$ cat config.mk
export PLATFORM = sky130hd
export DESIGN_NAME = scoreboard_multi_warp
export DESIGN_NICKNAME = d
export VERILOG_FILES = /design/src/rtl/scb_pkg.sv /design/src/rtl/scoreboard_warp_slice.sv /design/src/rtl/scoreboard_multi_warp.sv
export SDC_FILE = /design/constraint.sdc
export NUM_CORES = 2
export LEC_CHECK = 0
export ABC_AREA = 0
export ABC_CLOCK_PERIOD_IN_PS = 2410
export BUFFER_PORTS_ARGS = -buffer_cell sky130_fd_sc_hd__buf_2
export CAP_MARGIN = 30
export CELL_PAD_IN_SITES_DETAIL_PLACEMENT = 1
export CELL_PAD_IN_SITES_GLOBAL_PLACEMENT = 1
export CORE_ASPECT_RATIO = 1.5
export CORE_MARGIN = 3
export CORE_UTILIZATION = 50
export CTS_CLUSTER_SIZE = 30
export DETAILED_ROUTE_END_ITERATION = 12
export PLACE_DENSITY = 0.81
export SETUP_SLACK_MARGIN = 0.05
export SYNTH_ARGS = -nofsm -noshare
export SYNTH_HDL_FRONTEND = slang
export SYNTH_SLANG_ARGS = --single-unit
$ cat constraint.sdc
create_clock -name clk -period 2.41 [get_ports clk]
set_input_delay 0.3615 -clock clk [delete_from_list [all_inputs] [get_ports clk]]
set_output_delay 0.3615 -clock clk [all_outputs]
set_load 0.005 [all_outputs]
$ cat src/rtl/scb_pkg.sv
// Shared types and defaults for the multi-warp scoreboard.
// Optional: SCB_CLR_BYPASS_EN lets same-cycle clears release hazards.
package scb_pkg;

    localparam int REG_W           = 5;
    localparam int NUM_WARPS_DEF   = 8;
    localparam int NUM_ENTRIES_DEF = 4;
    localparam int NUM_CLR_DEF     = 3;

    typedef struct packed {
        logic [REG_W-1:0] src1;
        logic [REG_W-1:0] src2;
        logic [REG_W-1:0] dst;
        logic             src1_v;
        logic             src2_v;
        logic             dst_v;
    } scb_entry_t;

endpackage

$ cat src/rtl/scoreboard_warp_slice.sv
// One warp's scoreboard entries, hazard compare and free-slot encoder.
// SCB_CLR_BYPASS_EN folds same-cycle clears into the visible valid set.
module scoreboard_warp_slice
    import scb_pkg::*;
#(
    parameter int NUM_ENTRIES = NUM_ENTRIES_DEF,
    parameter int LOG_E       = $clog2(NUM_ENTRIES)
) (
    input  logic                   clk,
    input  logic                   rst,
    input  scb_entry_t             cand,
    input  logic                   grant,
    input  logic [NUM_ENTRIES-1:0] clr_hit,
    output logic                   full,
    output logic                   empty,
    output logic                   dependent,
    output logic [LOG_E-1:0]       free_id,
    output logic                   clr_err
);

    logic [NUM_ENTRIES-1:0] valid;
    logic [NUM_ENTRIES-1:0] valid_eff;
    logic [NUM_ENTRIES-1:0] valid_nxt;
    scb_entry_t             ent [NUM_ENTRIES];
    logic                   accept;

`ifdef SCB_CLR_BYPASS_EN
    assign valid_eff = valid & ~clr_hit;
`else
    assign valid_eff = valid;
`endif

    assign full    = &valid_eff;
    assign empty   = ~|valid_eff;
    assign accept  = grant && !full;
    assign clr_err = |(clr_hit & ~valid);

    always_comb begin
        free_id = '0;
        for (int e = NUM_ENTRIES - 1; e >= 0; e--) begin
            if (!valid_eff[e]) free_id = LOG_E'(e);
        end
    end

    always_comb begin
        dependent = 1'b0;
        for (int e = 0; e < NUM_ENTRIES; e++) begin
            if (valid_eff[e]) begin
                if (cand.src1_v && ent[e].dst_v && cand.src1 == ent[e].dst)
                    dependent = 1'b1;
                if (cand.src2_v && ent[e].dst_v && cand.src2 == ent[e].dst)
                    dependent = 1'b1;
                if (cand.dst_v && ent[e].dst_v && cand.dst == ent[e].dst)
                    dependent = 1'b1;
                if (cand.dst_v && ent[e].src1_v && cand.dst == ent[e].src1)
                    dependent = 1'b1;
                if (cand.dst_v && ent[e].src2_v && cand.dst == ent[e].src2)
                    dependent = 1'b1;
            end
        end
    end

    // clear first, so a freed slot can be refilled in the same cycle
    always_comb begin
        valid_nxt = valid & ~clr_hit;
        if (accept) valid_nxt[free_id] = 1'b1;
    end

    always_ff @(posedge clk or negedge rst) begin
        if (!rst) begin
            valid <= '0;
            for (int e = 0; e < NUM_ENTRIES; e++) ent[e] <= '0;
        end else begin
            valid <= valid_nxt;
            if (accept) ent[free_id] <= cand;
        end
    end

endmodule

$ cat src/rtl/scoreboard_multi_warp.sv
// Multi-warp scoreboard: grant/clear decode, ScbID mux and sticky errors.
// Optional: SCB_CLR_BYPASS_EN (same-cycle clear bypass, in the slices).
module scoreboard_multi_warp
    import scb_pkg::*;
#(
    parameter int NUM_WARPS   = NUM_WARPS_DEF,
    parameter int NUM_ENTRIES = NUM_ENTRIES_DEF,
    parameter int NUM_CLR     = NUM_CLR_DEF,
    parameter int LOG_W       = $clog2(NUM_WARPS),
    parameter int LOG_E       = $clog2(NUM_ENTRIES)
) (
    input  logic                       clk,
    input  logic                       rst,
    input  logic [NUM_WARPS*REG_W-1:0] src1,
    input  logic [NUM_WARPS*REG_W-1:0] src2,
    input  logic [NUM_WARPS*REG_W-1:0] dst,
    input  logic [NUM_WARPS-1:0]       src1_valid,
    input  logic [NUM_WARPS-1:0]       src2_valid,
    input  logic [NUM_WARPS-1:0]       dst_valid,
    input  logic                       issue_grant,
    input  logic [LOG_W-1:0]           issue_warp,
    input  logic [NUM_CLR-1:0]         clr_valid,
    input  logic [NUM_CLR*LOG_W-1:0]   clr_warp,
    input  logic [NUM_CLR*LOG_E-1:0]   clr_scbid,
    output logic [NUM_WARPS-1:0]       full,
    output logic [NUM_WARPS-1:0]       dependent,
    output logic [LOG_E-1:0]           ScbID_Scb_OC,
    output logic [NUM_WARPS-1:0]       warp_empty,
    output logic [1:0]                 err
);

    logic [LOG_E-1:0]     free_id [NUM_WARPS];
    logic [NUM_WARPS-1:0] clr_err;

    for (genvar w = 0; w < NUM_WARPS; w++) begin : g_warp
        scb_entry_t             cand;
        logic [NUM_ENTRIES-1:0] hit;
        logic                   gnt;

        assign cand.src1   = src1[w*REG_W +: REG_W];
        assign cand.src2   = src2[w*REG_W +: REG_W];
        assign cand.dst    = dst[w*REG_W +: REG_W];
        assign cand.src1_v = src1_valid[w];
        assign cand.src2_v = src2_valid[w];
        assign cand.dst_v  = dst_valid[w];
        assign gnt = issue_grant && (issue_warp == LOG_W'(w));

        // duplicate clears of one entry collapse into a single hit bit
        always_comb begin
            hit = '0;
            for (int p = 0; p < NUM_CLR; p++) begin
                for (int e = 0; e < NUM_ENTRIES; e++) begin
                    if (clr_valid[p]
                        && clr_warp[p*LOG_W +: LOG_W] == LOG_W'(w)
                        && clr_scbid[p*LOG_E +: LOG_E] == LOG_E'(e))
                        hit[e] = 1'b1;
                end
            end
        end

        scoreboard_warp_slice #(
            .NUM_ENTRIES (NUM_ENTRIES),
            .LOG_E       (LOG_E)
        ) u_slice (
            .clk       (clk),
            .rst       (rst),
            .cand      (cand),
            .grant     (gnt),
            .clr_hit   (hit),
            .full      (full[w]),
            .empty     (warp_empty[w]),
            .dependent (dependent[w]),
            .free_id   (free_id[w]),
            .clr_err   (clr_err[w])
        );
    end

    assign ScbID_Scb_OC = free_id[issue_warp];

    always_ff @(posedge clk or negedge rst) begin
        if (!rst) begin
            err <= '0;
        end else begin
            if (|clr_err) err[0] <= 1'b1;
            if (issue_grant && full[issue_warp]) err[1] <= 1'b1;
        end
    end

endmodule

Yosys cells after proc, flatten, opt, wreduce, memory -nomap -nowiden
Index checks and enable logic that the tools add are counted.
{ "totals": {"output_inout_bits": 28, "wordCells": 1368, "regBits": 610, "input_bits": 168} }
{ "classes": {"n_lt_le_gt_ge": 34, "n_eq_ne": 197, "n_bitwise": 49, "n_reduce_logical": 513, "mux": 373} }
{ "ops": {"columns": ["operator", "n"], "rows": [
  ["equality test 5 bit", 160],
  ["bitwise mux 72 bit", 8],
  ["logical AND 1 bit", 473],
  ["2-to-1 mux 1 bit", 297],
  ["demux 18 bit (select 2 bit)", 8],
  ["2-to-1 mux 18 bit", 8],
  ["2-to-1 mux 2 bit", 34],
  ["AND 4 bit", 16],
  ["NOT 4 bit", 16],
  ["equality test 3 bit, second input constant", 16],
  ["2-to-1 mux 4 bit", 8],
  ["OR 4 bit", 8],
  ["AND reduction 4 bit", 8],
  ["OR reduction 32 bit", 1],
  ["OR reduction 4 bit", 8],
  ["equality test 3 x 2 -> 1 bit, second input constant", 8],
  [">= comparator 3 bit, second input constant", 8],
  ["< comparator 2 x 3 -> 1 bit, second input constant", 8],
  ["< comparator 3 x 1 -> 1 bit, second input constant", 8],
  ["NOT 2 -> 3 bit", 8],
  ["demux 1 bit (select 2 bit)", 8],
  [">= comparator 2 x 1 -> 1 bit, second input constant", 8],
  ["zero test 1 bit", 16],
  ["equality test 2 bit, second input constant", 6],
  ["9 further kinds", 19]
]} }

Logic depth before layout (Yosys ltp)
{ "logic_depth": {"depth_word": 26, "mapped_depth": 9, "depth_no_buf": 6} }

By module
Synthesis repeated with hierarchy kept, for this count alone.
{ "hier_totals": {"hier_cells": 2979, "area_unflattened_um2": 34580.7} }
{ "modules_own_cells": {"columns": ["module", "cells_each", "seq_area_each_um2", "instances", "area_per_inst_um2"], "rows": [
  ["scoreboard_warp_slice (g_warp[1].u_slice ...)", 349, 1901.8, 7, 4170.2],
  ["scoreboard_warp_slice (g_warp[0].u_slice)", 358, 1901.8, 1, 4202.8],
  ["scoreboard_multi_warp", 178, 50.0, 1, 1186.1]
]} }

Least setup slack after synthesis
Ideal clock, no wire load.
{ "synth_path": {"kind": "input-to-output", "from": "in dst[31]", "to": "out dependent[6]", "cell_stages": 8, "setup_slack_ps": 334, "required_ps": 2049, "path_buffers": 3, "t_arrival_ps": 1714, "cell_sequence": "clkbuf_1 -> buf_1 -> xnor2_1 -> nand4_1 -> o21ai_0 -> o21ai_0 -> nand4_1 -> buf_4"} }
{ "synth_via": {"elab_chain_len": 24, "word_cells_on_any_way": 46, "cone_classes": "eq/ne (12); mux (22); reduce/logical (12)"} }
{ "synth_lines": {"columns": ["item", "line_no", "source"], "rows": [
  ["from (decl)", "scoreboard_multi_warp.sv:16", "input logic [NUM_WARPS*REG_W-1:0] dst,"],
  ["equality test 5 bit", "scoreboard_warp_slice.sv:53", "if (cand.dst_v && ent[e].dst_v && cand.dst == ent[e].dst)"],
  ["logical AND 1 bit", "scoreboard_warp_slice.sv:53", null],
  ["2-to-1 mux 1 bit", "scoreboard_warp_slice.sv:53", null],
  ["2-to-1 mux 1 bit", "scoreboard_warp_slice.sv:55", "if (cand.dst_v && ent[e].src1_v && cand.dst == ent[e].src1)"],
  ["2-to-1 mux 1 bit", "scoreboard_warp_slice.sv:57", "if (cand.dst_v && ent[e].src2_v && cand.dst == ent[e].src2)"],
  ["2-to-1 mux 1 bit", "scoreboard_warp_slice.sv:48", "if (valid_eff[e]) begin"],
  ["2-to-1 mux 1 bit", "scoreboard_warp_slice.sv:49", "if (cand.src1_v && ent[e].dst_v && cand.src1 == ent[e].dst)"],
  ["2-to-1 mux 1 bit", "scoreboard_warp_slice.sv:51", "if (cand.src2_v && ent[e].dst_v && cand.src2 == ent[e].dst)"],
  ["(+8 left out)", null, null],
  ["2-to-1 mux 1 bit", "scoreboard_warp_slice.sv:57", null],
  ["2-to-1 mux 1 bit", "scoreboard_warp_slice.sv:48", null],
  ["2-to-1 mux 1 bit", "scoreboard_warp_slice.sv:49", null],
  ["2-to-1 mux 1 bit", "scoreboard_warp_slice.sv:51", null],
  ["2-to-1 mux 1 bit", "scoreboard_warp_slice.sv:53", null],
  ["2-to-1 mux 1 bit", "scoreboard_warp_slice.sv:55", null],
  ["2-to-1 mux 1 bit", "scoreboard_warp_slice.sv:57", null],
  ["2-to-1 mux 1 bit *", "scoreboard_warp_slice.sv:48", null],
  ["to (decl)", "scoreboard_multi_warp.sv:26", "output logic [NUM_WARPS-1:0] dependent,"]
]} }
Mark *: on every way between the ends. The rest lies on a longest branch, timed or not.

Worst setup path in the final report
{ "layout_path": {"from": "reg g_warp[7].u_slice.ent[59] in the netlist's numbering", "to": "out dependent[7]"} }
{ "layout_via": {"elab_chain_len": 26, "word_cells_on_any_way": 30, "cone_classes": "eq/ne (3); mux (24); reduce/logical (3)"} }
{ "layout_lines": {"columns": ["item", "line_no", "source"], "rows": [
  ["from (decl)", "scoreboard_warp_slice.sv:24", "scb_entry_t ent [NUM_ENTRIES];"],
  ["from (signal, indexed assignment)", "scoreboard_warp_slice.sv:75", "if (accept) ent[free_id] <= cand;"],
  ["equality test 5 bit", "scoreboard_warp_slice.sv:49", null],
  ["logical AND 1 bit", "scoreboard_warp_slice.sv:49", null],
  ["2-to-1 mux 1 bit", "scoreboard_warp_slice.sv:49", null],
  ["2-to-1 mux 1 bit", "scoreboard_warp_slice.sv:51", null],
  ["2-to-1 mux 1 bit *", "scoreboard_warp_slice.sv:53", null],
  ["2-to-1 mux 1 bit *", "scoreboard_warp_slice.sv:55", null],
  ["2-to-1 mux 1 bit *", "scoreboard_warp_slice.sv:57", null],
  ["2-to-1 mux 1 bit *", "scoreboard_warp_slice.sv:48", null],
  ["(+10 left out)", null, null],
  ["2-to-1 mux 1 bit", "scoreboard_warp_slice.sv:57", null],
  ["2-to-1 mux 1 bit *", "scoreboard_warp_slice.sv:48", null],
  ["2-to-1 mux 1 bit", "scoreboard_warp_slice.sv:49", null],
  ["2-to-1 mux 1 bit", "scoreboard_warp_slice.sv:51", null],
  ["2-to-1 mux 1 bit", "scoreboard_warp_slice.sv:53", null],
  ["2-to-1 mux 1 bit", "scoreboard_warp_slice.sv:55", null],
  ["2-to-1 mux 1 bit", "scoreboard_warp_slice.sv:57", null],
  ["2-to-1 mux 1 bit *", "scoreboard_warp_slice.sv:48", null]
]} }
Marks and branches as above.

==> flow_summary.yaml <==
synthesis:
  synth-edff-count: 0
  syn_avg_cell_area_sq_um: 11.5
  synth_warnings: 0
  ys_ff_latch: 610
  synth_most_common_cell: "dfrtp_1"
  ys_types: 69
  synth.area.top_cells: "dfrtp_1 44%, mux2_2 18%, xor2_1 13%"
  async_reset_ff_share_pct: 100
  synth-seq-area-share_pct: 43.8
  syn_inst: 3024
  synthFlopType: "dfrtp_1"
  synthTopCellsByCount: "610 x dfrtp_1, 559 x mux2_2, 512 x xor2_1, 285 x xnor2_1, 173 x nand4_1"
  yosysTopAreaCellShare_pct: 43.8
  syn_nets: 3192
  netlist_area_sq_um: 34800
  synth.largest_area_cell: "dfrtp_1"
placed_design:
  dp_cells: 3991
  hpwl_mm: 75.6
  gp_congestion: 0.929
  dp_slack_ps: -13.6
  io_buffers: 195
timing:
  tns_ps: -1610
  final-hold-violation-count: 0
  rsz0062_at_grt: "yes"
  fmax_mhz: 375
  timing.slew.headroom_pct: 38.6
  fin_crit_sh_pct: 111
  worst_slack_ps: -256
  finalClockSkew_ps: 23.5
  layout_min_cycle_time_ps: 2670
  setup_violations: 9
  drv_slew: 0
  worstMarginPinSlew_ps: 909
power_and_ir_drop:
  vdd_ir_drop_max_uv: 744
  powerDensity_nw_per_um2: 951
  power_leakage_nw: 18.0
worst_setup_path:
  worst-path-buf-inv: 1
  path_common_cell: "nand4_1"
  worstPathArrival_ps: 2300
  cp_max_fo: 3
  cp_top_family: "simple AND/OR/NAND/NOR gates"
  crit_path_max_incr_delay_ps: 430
  crit_path_top_delay_cell: "dfrtp_1"
  end_kind: "output port"
  cp_data_required_time_ps: 2050
  critPathKind: "flip-flop to output port"
  worstPathCellList: "xor2_1, nor4_2, nand4_1, nand3_2, o21ai_2, nand4_1, buf_2"
  cp-start-kind: "flip-flop"
grt:
  grt_start_max_net_pins: 109
  gr-total-overflow: 0
  grt_pass1_vias: 28815
  track_usage_pct: 29.6
  antenna_found_initial: 18
  grt_pass1_wl_mm: 170
route:
  dr.pass1.iters: 5
  drt-wirelength-per-cell_um: 26.5
  remaining_drc_errors: 0
  ant_nets: 0
  totalWireLength_mm: 111
  drt_iter0_markers: 1617
  dr_total_vias: 25383
  viasPerCell: 6.08
clock_tree:
  cts_made_buffers: 61
  clock_sinks: 610
  root_buffer: "clkbuf_16"
  cts_tree: "done"
  clock_latency_ps: 660
  htree_levels: 2
  clockBufferDepth: 3
  clk_pin_slew_ps: 60
floorplan:
  num_rows: 117
  die_area_sq_um: 72900
  die_w_um: 221
  die_y_um: 329
  core_sq_um: 68400
  ioPinCount: 196
  start_util_pct: 50.9
hold_path:
  holdCritPathClass: "primary input to flip-flop"
layout:
  multiInputGateArea_sq_um: 18900
  regArea_sq_um: 15300
  drive_gt1_share_pct: 38.4
  area_delta_synth_final_pct: 15.6
  finalNonFillerCells: 4172
  nets: 3387
  fill_cells: 6887
  post-route-util_pct: 58.8
flow_run:
  cap_violations: 0
run_status:
  status: "finished with violations"
  violations: "negative setup slack"
## cell usage in the layout, fill, tap and decap left out, types with 10 or more instances in the layout
master       n
a21o_1      12
buf_12      15
buf_2      194
buf_4      175
buf_6       14
clkbuf_1    14
clkbuf_16   63
clkbuf_8    10
clkinv_2    14
dfrtp_1    573
dfrtp_2     37
diode_2     13
inv_1       16
mux2_2     559
nand2_1     44
nand3_1     65
nand4_1    173
nor2_1      26
nor4_1      76
nor4_2      62
o21ai_0     52
o21ai_1     30
o22ai_1     33
xnor2_1    285
xor2_1     509
## registers in the layout, indices dropped and copies added (netlist names)
register and count:
g_warp.u_slice.ent 576, g_warp.u_slice.valid 32, err 2
## report_power, final
part	internal, mW	switching [mW]
clock	5.71	4.24
sequential	13.5	3.24
combinational	6.07	5.52
total	25.3	13.0
## kinds of logic (layout without fill, tap and decap cells)
group / Yosys count / in the layout / share of synthesized area [%]
flops: 610 / 610 / 43.8
simple gates: 563 / 563 / 10.0
compound gates: 196 / 196 / 3.46
xor+xnor: 797 / 797 / 20.1
buf+inv: 286 / 529 / 3.96
other cells: 0 / 13 / 0
mux: 572 / 572 / 18.6
## worst paths after layout
check,slack (ps),cells after the start,end,startpoint
worst max-delay path,-260,7,dependent[7],g_warp[7].u_slice.ent[59]
min in group asynchronous,180,2,g_warp[3].u_slice.ent[62],rst
worst min-delay path,70,2,g_warp[0].u_slice.ent[34],src1[3]
max in group asynchronous,1300,4,g_warp[1].u_slice.ent[58],rst
worst max register to register,220,5,g_warp[5].u_slice.ent[32],g_warp[5].u_slice.valid[2]
worst min register to register,520,1,g_warp[3].u_slice.ent[2],g_warp[3].u_slice.ent[2]
## through the flow
step	power, mW	hold slack, ps	cell area, sq um
2_1_floorplan	23.5	65.9	34800
3_3_place_gp	25.8	267	36900
3_5_place_dp	27.0	267	36900
4_1_cts	37.8	36.9	39700
5_1_grt	40.2	48.4	40200
6_report	38.3	73.0	40200
## layout make-up
cell class,instances,area share [%]
Multi-Input combinational cell,2128,46.9
Sequential cell,610,38.1
Timing Repair Buffer,400,6.88
Clock buffer,87,4.39
Tap cell,892,2.77
Clock inverter,24,0.703
Inverter,18,0.174
Antenna cell,13,0.0809
## repair_timing
action	in CTS	in global routing
setup endpoints to repair	12	12
hold buffers	1	0
setup buffers	39	18
resized for setup	119	99
pin swaps	70	57
endpoints found under the hold margin	175	0
## per-layer routing
metal  GRT usage [%]  routed length [um]
met5               0                  64
met4            14.2                5120
met3            5.13                5590
met2            53.0               57100
met1            34.4               42800
Note: power is estimated with default switching activity, not from simulation.
